[config.mk]
export PLATFORM = sky130hd
export DESIGN_NAME = cache_ctrl_flat
export DESIGN_NICKNAME = d
export VERILOG_FILES = /design/src/rtl/cache_ctrl_if.sv /design/src/rtl/cache_ctrl.sv /design/src/flat_wrapper.sv
export SDC_FILE = /design/constraint.sdc
export NUM_CORES = 1
export LEC_CHECK = 0
export ABC_AREA = 1
export ABC_CLOCK_PERIOD_IN_PS = 3950
export CAP_MARGIN = 20
export CORE_MARGIN = 4
export CORE_UTILIZATION = 50
export CTS_BUF_LIST = sky130_fd_sc_hd__clkbuf_4 sky130_fd_sc_hd__clkbuf_8
export DETAILED_ROUTE_END_ITERATION = 8
export PLACE_DENSITY = 0.76
export SYNTH_ARGS = -nofsm -noshare
export SYNTH_HDL_FRONTEND = slang
export SYNTH_SLANG_ARGS = --single-unit
export TNS_END_PERCENT = 50
[constraint.sdc]
create_clock -name clk -period 3.95 [get_ports clk]
set_input_delay 0.79 -clock clk [delete_from_list [all_inputs] [get_ports clk]]
set_output_delay 0.79 -clock clk [all_outputs]
set_load 0.05 [all_outputs]
[src/rtl/cache_ctrl_if.sv]
// CPU-side and memory-side signal bundle for cache_ctrl.
// The slave modport is the controller's view; master is the requester/memory side.
interface cache_ctrl_if #(
  parameter int ADDR_W = 6,
  parameter int DATA_W = 8
);
  logic              flush;
  logic              cpu_req;
  logic              cpu_we;
  logic [ADDR_W-1:0] cpu_addr;
  logic [DATA_W-1:0] cpu_wdata;
  logic              cpu_ready;
  logic              cpu_done;
  logic [DATA_W-1:0] cpu_rdata;
  logic              hit;
  logic              miss;
  logic              mem_req;
  logic              mem_we;
  logic [ADDR_W-1:0] mem_addr;
  logic [DATA_W-1:0] mem_wdata;
  logic              mem_ack;
  logic [DATA_W-1:0] mem_rdata;
  logic [7:0]        hit_cnt;
  logic [7:0]        miss_cnt;

  // Handshakes: a CPU request transfers on an edge where cpu_req && cpu_ready;
  // mem_req is held with stable mem_addr/mem_we/mem_wdata until an edge with mem_ack.
  modport slave (
    input  flush, cpu_req, cpu_we, cpu_addr, cpu_wdata, mem_ack, mem_rdata,
    output cpu_ready, cpu_done, cpu_rdata, hit, miss,
           mem_req, mem_we, mem_addr, mem_wdata, hit_cnt, miss_cnt
  );

  modport master (
    output flush, cpu_req, cpu_we, cpu_addr, cpu_wdata, mem_ack, mem_rdata,
    input  cpu_ready, cpu_done, cpu_rdata, hit, miss,
           mem_req, mem_we, mem_addr, mem_wdata, hit_cnt, miss_cnt
  );
endinterface

[src/rtl/cache_ctrl.sv]
// Direct-mapped, write-through, no-write-allocate cache controller with one
// word per line, single-cycle flush and saturating hit/miss counters.
module cache_ctrl #(
  parameter int ADDR_W  = 6,
  parameter int DATA_W  = 8,
  parameter int INDEX_W = 3
) (
  input  logic        clk,
  input  logic        rst_n,
  cache_ctrl_if.slave bus,
  output logic [1:0]  dbg_state
);
  localparam int LINES = 1 << INDEX_W;
  localparam int TAG_W = ADDR_W - INDEX_W;

  typedef enum logic [1:0] {IDLE, LOOKUP, FILL, WRITE} state_t;

  state_t              state, state_nxt;
  logic                req_we;
  logic [ADDR_W-1:0]   req_addr;
  logic [DATA_W-1:0]   req_wdata;
  logic [LINES-1:0]    valid;
  logic [TAG_W-1:0]    tag_arr  [LINES];
  logic [DATA_W-1:0]   data_arr [LINES];

  logic [INDEX_W-1:0]  idx;
  logic [TAG_W-1:0]    req_tag;
  logic                lookup_hit;

  logic                accept, flush_en, fill_en, arr_we;
  logic [DATA_W-1:0]   arr_wdata;
  logic                done_nxt, hit_nxt, miss_nxt, mreq_nxt, mwe_nxt;
  logic [ADDR_W-1:0]   maddr_nxt;
  logic [DATA_W-1:0]   mwdata_nxt, rdata_nxt;

  assign idx           = req_addr[INDEX_W-1:0];
  assign req_tag       = req_addr[ADDR_W-1:INDEX_W];
  assign lookup_hit    = valid[idx] && (tag_arr[idx] == req_tag);
  assign bus.cpu_ready = (state == IDLE) && !bus.flush;
  assign dbg_state     = state;

  always_comb begin
    state_nxt  = state;
    accept     = 1'b0;
    flush_en   = 1'b0;
    fill_en    = 1'b0;
    arr_we     = 1'b0;
    arr_wdata  = req_wdata;
    done_nxt   = 1'b0;
    hit_nxt    = 1'b0;
    miss_nxt   = 1'b0;
    mreq_nxt   = bus.mem_req;
    mwe_nxt    = bus.mem_we;
    maddr_nxt  = bus.mem_addr;
    mwdata_nxt = bus.mem_wdata;
    rdata_nxt  = bus.cpu_rdata;
    unique case (state)
      IDLE: begin
        if (bus.flush) begin
          flush_en = 1'b1;
        end else if (bus.cpu_req) begin
          accept    = 1'b1;
          state_nxt = LOOKUP;
        end
      end
      LOOKUP: begin
        hit_nxt  = lookup_hit;
        miss_nxt = !lookup_hit;
        if (!req_we && lookup_hit) begin
          rdata_nxt = data_arr[idx];
          done_nxt  = 1'b1;
          state_nxt = IDLE;
        end else if (!req_we) begin
          mreq_nxt  = 1'b1;
          mwe_nxt   = 1'b0;
          maddr_nxt = req_addr;
          state_nxt = FILL;
        end else begin
          // Write-through: memory is always written; the line is updated only on a hit.
          arr_we     = lookup_hit;
          mreq_nxt   = 1'b1;
          mwe_nxt    = 1'b1;
          maddr_nxt  = req_addr;
          mwdata_nxt = req_wdata;
          state_nxt  = WRITE;
        end
      end
      FILL: begin
        if (bus.mem_ack) begin
          arr_we    = 1'b1;
          arr_wdata = bus.mem_rdata;
          fill_en   = 1'b1;
          rdata_nxt = bus.mem_rdata;
          done_nxt  = 1'b1;
          mreq_nxt  = 1'b0;
          state_nxt = IDLE;
        end
      end
      WRITE: begin
        if (bus.mem_ack) begin
          done_nxt  = 1'b1;
          mreq_nxt  = 1'b0;
          mwe_nxt   = 1'b0;
          state_nxt = IDLE;
        end
      end
      default: state_nxt = IDLE;
    endcase
  end

  always_ff @(posedge clk or negedge rst_n) begin
    if (!rst_n) begin
      state         <= IDLE;
      req_we        <= 1'b0;
      req_addr      <= '0;
      req_wdata     <= '0;
      valid         <= '0;
      bus.cpu_done  <= 1'b0;
      bus.cpu_rdata <= '0;
      bus.hit       <= 1'b0;
      bus.miss      <= 1'b0;
      bus.mem_req   <= 1'b0;
      bus.mem_we    <= 1'b0;
      bus.mem_addr  <= '0;
      bus.mem_wdata <= '0;
      bus.hit_cnt   <= '0;
      bus.miss_cnt  <= '0;
    end else begin
      state         <= state_nxt;
      bus.cpu_done  <= done_nxt;
      bus.cpu_rdata <= rdata_nxt;
      bus.hit       <= hit_nxt;
      bus.miss      <= miss_nxt;
      bus.mem_req   <= mreq_nxt;
      bus.mem_we    <= mwe_nxt;
      bus.mem_addr  <= maddr_nxt;
      bus.mem_wdata <= mwdata_nxt;
      if (accept) begin
        req_we    <= bus.cpu_we;
        req_addr  <= bus.cpu_addr;
        req_wdata <= bus.cpu_wdata;
      end
      if (flush_en) begin
        valid <= '0;
      end else if (fill_en) begin
        valid[idx] <= 1'b1;
      end
      if (hit_nxt && bus.hit_cnt != 8'hFF) begin
        bus.hit_cnt <= bus.hit_cnt + 8'd1;
      end
      if (miss_nxt && bus.miss_cnt != 8'hFF) begin
        bus.miss_cnt <= bus.miss_cnt + 8'd1;
      end
    end
  end

  // Tag and data storage carry no reset; the valid bits alone qualify them.
  always_ff @(posedge clk) begin
    if (arr_we) begin
      data_arr[idx] <= arr_wdata;
    end
    if (fill_en) begin
      tag_arr[idx] <= req_tag;
    end
  end
endmodule
[src/flat_wrapper.sv]
// flat-port wrapper written by rule: the top's interface ports become plain ports
module cache_ctrl_flat 
#(
  parameter int ADDR_W  = 6,
  parameter int DATA_W  = 8,
  parameter int INDEX_W = 3
)
  (clk, rst_n, dbg_state, bus_flush, bus_cpu_req, bus_cpu_we, bus_cpu_addr, bus_cpu_wdata, bus_mem_ack, bus_mem_rdata, bus_cpu_ready, bus_cpu_done, bus_cpu_rdata, bus_hit, bus_miss, bus_mem_req, bus_mem_we, bus_mem_addr, bus_mem_wdata, bus_hit_cnt, bus_miss_cnt);
  cache_ctrl_if #(.ADDR_W(ADDR_W), .DATA_W(DATA_W)) bus_i ();
  input  logic clk;
  input  logic rst_n;
  output logic [1:0] dbg_state;
  input wire logic [$bits(bus_i.flush)-1:0] bus_flush;
  input wire logic [$bits(bus_i.cpu_req)-1:0] bus_cpu_req;
  input wire logic [$bits(bus_i.cpu_we)-1:0] bus_cpu_we;
  input wire logic [$bits(bus_i.cpu_addr)-1:0] bus_cpu_addr;
  input wire logic [$bits(bus_i.cpu_wdata)-1:0] bus_cpu_wdata;
  input wire logic [$bits(bus_i.mem_ack)-1:0] bus_mem_ack;
  input wire logic [$bits(bus_i.mem_rdata)-1:0] bus_mem_rdata;
  output wire logic [$bits(bus_i.cpu_ready)-1:0] bus_cpu_ready;
  output wire logic [$bits(bus_i.cpu_done)-1:0] bus_cpu_done;
  output wire logic [$bits(bus_i.cpu_rdata)-1:0] bus_cpu_rdata;
  output wire logic [$bits(bus_i.hit)-1:0] bus_hit;
  output wire logic [$bits(bus_i.miss)-1:0] bus_miss;
  output wire logic [$bits(bus_i.mem_req)-1:0] bus_mem_req;
  output wire logic [$bits(bus_i.mem_we)-1:0] bus_mem_we;
  output wire logic [$bits(bus_i.mem_addr)-1:0] bus_mem_addr;
  output wire logic [$bits(bus_i.mem_wdata)-1:0] bus_mem_wdata;
  output wire logic [$bits(bus_i.hit_cnt)-1:0] bus_hit_cnt;
  output wire logic [$bits(bus_i.miss_cnt)-1:0] bus_miss_cnt;
  assign bus_i.flush = bus_flush;
  assign bus_i.cpu_req = bus_cpu_req;
  assign bus_i.cpu_we = bus_cpu_we;
  assign bus_i.cpu_addr = bus_cpu_addr;
  assign bus_i.cpu_wdata = bus_cpu_wdata;
  assign bus_i.mem_ack = bus_mem_ack;
  assign bus_i.mem_rdata = bus_mem_rdata;
  assign bus_cpu_ready = bus_i.cpu_ready;
  assign bus_cpu_done = bus_i.cpu_done;
  assign bus_cpu_rdata = bus_i.cpu_rdata;
  assign bus_hit = bus_i.hit;
  assign bus_miss = bus_i.miss;
  assign bus_mem_req = bus_i.mem_req;
  assign bus_mem_we = bus_i.mem_we;
  assign bus_mem_addr = bus_i.mem_addr;
  assign bus_mem_wdata = bus_i.mem_wdata;
  assign bus_hit_cnt = bus_i.hit_cnt;
  assign bus_miss_cnt = bus_i.miss_cnt;
  cache_ctrl #(.ADDR_W(ADDR_W), .DATA_W(DATA_W), .INDEX_W(INDEX_W)) u_core (.clk(clk), .rst_n(rst_n), .bus(bus_i), .dbg_state(dbg_state));
endmodule
======== Word level (Yosys, flattened, before mapping) ========
Memory sizes are Yosys's and may differ from the RTL's.
Cells that the tools add are included.
word-level totals
  RAM bits ................................ 88
  logic and storage cells ................. 98
  bits in registers ....................... 68
  memories ................................ 2
  output and inout port bits .............. 46
operators by class
  reduce and logical (&&, ||, !) cells .... 21
  mux-type cells .......................... 41
  equal/unequal tests ..................... 13
  bitwise logic cells ..................... 2
  magnitude comparators ................... 2
  add/subtract/negate cells ............... 2
memory list
  memory           depth  width  read ports  clocked after Yosys merged registers in  write ports  line              RTL
  u_core.data_arr  8      8      1           0                                        1            cache_ctrl.sv:24  logic [DATA_W-1:0] data_arr [LINES];
  u_core.tag_arr   8      3      1           0                                        1            cache_ctrl.sv:23  logic [TAG_W-1:0] tag_arr [LINES];
operators with widths
  operator             count
  $mux 8               6
  $mux 1               23
  $add 8x1->8 const B  2
  $ne 8x8->1 const B   2
  $pmux 8 s2           1
  $reduce_and 3->1     5
  $ne 2x2->1 const B   5
  $mux 2               4
  $or 8x8->8           1
  $pmux 1 s2           4
  $reduce_bool 2->1    4
  $logic_and 1x1->1    6
  $pmux 2 s3           1
  $eq 2x2->1 const B   2
  $lt 3x4->1 const B   1
  $ne 2x1->1 const B   2
  $bmux 1 s3           1
  $demux 1 s3          1
  $eq 3x3->1           1
  $ge 3x1->1 const B   1
  $logic_not 1->1      3
  $eq 2x1->1 const B   1
  $logic_not 2->1      1
  $reduce_and 2->1     1
  2 further kinds      2

======== Longest topological paths before layout ========
  word-level depth ........................ 8
  depth in mapped cells ................... 16

======== Least setup slack after synthesis ========
Ideal clock, no wire load.
  kind .................................... register to register
  start point ............................. register u_core.state[0], in the netlist u_core.dbg_state[0]
  end point ............................... register u_core.req_addr[3]
  path buffers ............................ 1
  cell stages (with the launch flop) ...... 8
  arrival ................................. 2.401 ns
  data required time ...................... 3.825 ns
  setup time .............................. 0.125 ns
  slack ................................... 1.424 ns
  cells stage by stage .................... dfrtp_1 -> inv_1 -> ha_1 -> inv_1 -> nor2_1 -> nand2_1 -> clkbuf_1 -> mux2_2
on the way
  cells in the longest elaborated chain, start to end .. 2
ends and longest elaborated chain
  what                      line               RTL
  start: declaration        cache_ctrl.sv:18   state_t state, state_nxt;
  start signal: assignment  cache_ctrl.sv:129  state <= state_nxt;
  $logic_not 2->1           cache_ctrl.sv:57   unique case (state)
  $mux 1                    cache_ctrl.sv:57
  end signal: assignment    cache_ctrl.sv:140  req_addr <= bus.cpu_addr;
  end: declaration          cache_ctrl.sv:20   logic [ADDR_W-1:0] req_addr;
No other way between the ends.
A chain may end at the register's enable or synchronous reset.

======== Final worst setup path ========
  start point ............................. register u_core.req_addr[0]
  end point ............................... memory u_core.data_arr[6][3] (enable)
on the way
  cells in the longest elaborated chain, start to end .. 8
ends and longest elaborated chain
  what                                         line                                RTL
  $mem_v2 8x3 or $bmux 1 s3 (tied branches)    --
  $eq 3x3->1 or $mux 1 (tied branches)         cache_ctrl.sv:38                    assign lookup_hit = valid[idx] && (tag_arr[idx] == req_tag);
  $logic_and 1x1->1                            cache_ctrl.sv:38
  $mux 1 or $logic_and 1x1->1 (tied branches)  cache_ctrl.sv:73, cache_ctrl.sv:69
  $mux 1                                       cache_ctrl.sv:69                    if (!req_we && lookup_hit) begin
  $pmux 1 s2                                   cache_ctrl.sv:57
  $mux 1                                       cache_ctrl.sv:159                   if (arr_we) begin
  $mux 1 (implied by the code)                 cache_ctrl.sv:160                   data_arr[idx] <= arr_wdata;
  end: declaration                             cache_ctrl.sv:24
Parallel ways exist; a longest one is shown, timed or not. The select of a mux whose other input is x is not followed.

==> impl_metrics.env <==
export IMPL_grt_usage_pct=21.87
export IMPL_critPathLaunchType="flop"
export IMPL_portBuffers=73
export IMPL_wirelength_um=16170
export IMPL_ys_types=39
export IMPL_yosys_register_bits=156
export IMPL_reg2reg_from="u_core.req_addr[0]"
export IMPL_num_rows=42
export IMPL_ys_flop_type="edfxtp_1"
export IMPL_cts_tree="yes"
export IMPL_rsz0062_at_grt="false"
export IMPL_async_flop_share_pct=43.59
export IMPL_outcome="finished, final reports clean"
export IMPL_p_leak_nw=3.503
export IMPL_synth_top_area_cell="edfxtp_1"
export IMPL_skew_ns=0.01483
export IMPL_ctsResizeCount=0
export IMPL_core_um2=13190
export IMPL_fmaxAchievable_ghz=0.2843
export IMPL_max_slew_worst_pin_slew_ns=0.8693
export IMPL_cts_made_buffers=17
export IMPL_die_h_um=123.8
export IMPL_cts_sinks=156
export IMPL_area_growth_pct=21.57
export IMPL_synth_fp_nets=683
export IMPL_drv_cap=0
export IMPL_crit_type="flop to flop"
export IMPL_synth_most_common_cell="nand2_1"
export IMPL_yosysWarningCount=0
export IMPL_io_pins=74
export IMPL_cts_root_buffer="clkbuf_8"
export IMPL_slew_headroom_pct=41.91
export IMPL_dp_hpwl_um=11690
export IMPL_crit_end="u_core.data_arr[6][3]"
export IMPL_postPlaceCellArea_um2=7610
export IMPL_vias_per_cell=5.333
export IMPL_clk_path_buf_depth=2
export IMPL_met1_length_um=6657
export IMPL_routabilityCongestion=0.9059
export IMPL_drive_above_1_share_pct=9.079
export IMPL_setup_tns_ns=0
export IMPL_drt_pass1_iter_count=5
export IMPL_postLayoutCellArea_um2=8145
export IMPL_fin_crit_ns=3.517
export IMPL_ant_nets=0
export IMPL_synth_edf_count=88
export IMPL_htreeDepth=4
export IMPL_crit_required_ns=4.03
export IMPL_grt_max_degree=37
export IMPL_highest_layer="met4"
export IMPL_fill_cells=1032
export IMPL_clk_pin_slew_worst_paths_ns=0.09
export IMPL_clk_latency_ns=0.45
export IMPL_r2r_slack_ns=0.43
export IMPL_die_w_um=123.8
export IMPL_ir_drop_uv=576.2
export IMPL_drv_slew=0
export IMPL_first_iter_violations=465
export IMPL_wl_per_cell_um=17.48
export IMPL_finalPower_mw=6.891
export IMPL_cts_setup_buffers=0
export IMPL_netlist_area_um2=6700
export IMPL_wl_met2_um=8091
export IMPL_endpoint_kind="flop"
export IMPL_period_share_pct=89.05
export IMPL_synth_top_area_share_pct=39.44
export IMPL_drc=0
export IMPL_grt_pass1_wl_um=24830
export IMPL_syn_avg_cell_area_um2=10.32
export IMPL_arrival_ns=3.59
export IMPL_vias=4933
export IMPL_hp_class="input pin to async pin"
export IMPL_grt_pass1_vias=4872
export IMPL_antenna_found_initial=0
export IMPL_finalNetCount=770
export IMPL_reg2reg_to="u_core.data_arr[6][3]"
export IMPL_synthCells=649
export IMPL_hold_viol=0
export IMPL_met3_length_um=1138
export IMPL_dieArea_um2=15320
export IMPL_overflow=0
export IMPL_crit_path_max_fanout=17
export IMPL_reg2reg_depth=12
export IMPL_seq_area_frac_synth_pct=64.84
export IMPL_powerDensity_nw_per_um2=846.0
export IMPL_startpoint="u_core.req_addr[0]"
export IMPL_setup_viol=0
export IMPL_diodes=0
export IMPL_postCtsHoldBufs=0
export IMPL_start_util_pct=50.80
export IMPL_synthTopCellsByCount="213 x nand2_1, 88 x edfxtp_1, 68 x dfrtp_1, 63 x nor2_1, 44 x inv_1"
export IMPL_synth_area_leaders="edfxtp_1 39%, dfrtp_1 25%, nand2_1 12%"
cell usage in the layout (no fill, tap or decap), types with 2 or more instances in the layout:
cell             count
nor2_2               2
bufinv_16            8
a22oi_1              3
nand4_1             13
dfrtp_1             68
nand2_2              5
edfxtp_1            88
xor2_1               6
xnor2_1              7
a21oi_1             15
mux2_2               9
nor3_1               7
nand3b_1             2
o21ai_1              2
ha_1                 6
inv_2                2
inv_1               44
clkbuf_8            17
buf_4                9
clkbuf_4             2
o21a_1               2
clkdlybuf4s50_1     72
nand3_2              2
clkinv_1             2
inv_6                3
a31oi_1              2
nand2_1            213
nor2_1              63
nand3_1             43
a211oi_1             2
clkinv_4             2
o21ai_0             17
flip-flops by register name, indices dropped and copies added, names as in the netlist:
signal                cells
u_core.bus.miss_cnt       8
u_core.bus.mem_addr       6
u_core.bus.hit_cnt        8
u_core.valid              8
u_core.bus.mem_wdata      8
u_core.bus.cpu_rdata      8
u_core.req_we             1
u_core.dbg_state          2
u_core.data_arr          64
u_core.bus.mem_req        1
u_core.bus.cpu_done       1
u_core.req_wdata          8
u_core.bus.hit            1
u_core.tag_arr           24
u_core.bus.mem_we         1
u_core.req_addr           6
u_core.bus.miss           1
worst max-delay path, cell delays in order, from the launching register on:
cell and delay, ns:
dfrtp_1 0.74, inv_6 0.15, nor2_1 0.58, nand2_1 0.11
nand2_1 0.09, nor2_1 0.05, nand3_1 0.08, nand2_1 0.09
nor2_4 0.15, nand4_1 0.11, nand2_1 0.09, nand2_1 0.26
nor2_1 0.65
metrics by stage:
step | util (%) | hold WS, ns | setup slack [ns] | instances
5_1_grt | 61.75 | 0.4643 | 0.2096 | 925
6_report | 61.75 | 0.4444 | 0.4327 | 925
3_5_place_dp | 57.69 | 0.4721 | 0.5090 | 893
4_1_cts | 61.75 | 0.4508 | 0.4890 | 925
3_3_place_gp | 57.69 | 0.4595 | 0.7192 | 893
2_1_floorplan | - | 0.4583 | 1.424 | 649
power by group:
group | internal [mW] | switching (mW)
sequential | 2.20 | 0.301
combinational | 0.880 | 1.96
clock | 0.968 | 0.588
cell type report:
class                   count  area [µm²]  area share [%]
clock buffers              19       249.0           3.057
inverters                  49       188.9           2.320
clock inverters            13       286.5           3.518
flip-flops and latches    156        4344           53.33
well taps                 176       220.2           2.704
repair buffers             82       793.3           9.739
multi-input cells         430        2063           25.33
kinds of logic after synthesis:
kind of cell | count (synthesis) | share of synthesized area, %
muxes | 9 | 1.513
DFF | 156 | 64.84
AOI/OAI and AO/OA | 48 | 4.146
buffers and inverters | 63 | 4.370
and+or+nand+nor | 354 | 22.32
xor gates and xnor gates | 13 | 1.699
adders and majority gates | 6 | 1.120
metal layers:
layer | track usage, % | up-vias
met4 | 6.574 | 0
met3 | 5.540 | 23
met1 | 28.55 | 2385
met5 | 0 | -
met2 | 36.26 | 193
li1 | - | 2332
worst min-delay path by stage:
stage | endpoint | slack (ns) | start
after detailed placement | u_core.bus.cpu_rdata[7] | 0.47 | u_core.bus.cpu_rdata[7]
final | u_core.bus.miss_cnt[0] | 0.44 | rst_n
after global placement | u_core.bus.cpu_rdata[7] | 0.46 | u_core.bus.cpu_rdata[7]
after CTS | u_core.bus.miss_cnt[5] | 0.45 | rst_n
after global routing | u_core.bus.mem_addr[4] | 0.46 | rst_n
after floorplan | u_core.bus.mem_wdata[0] | 0.46 | u_core.req_wdata[0]
Note: power is estimated with default switching activity, not from simulation.
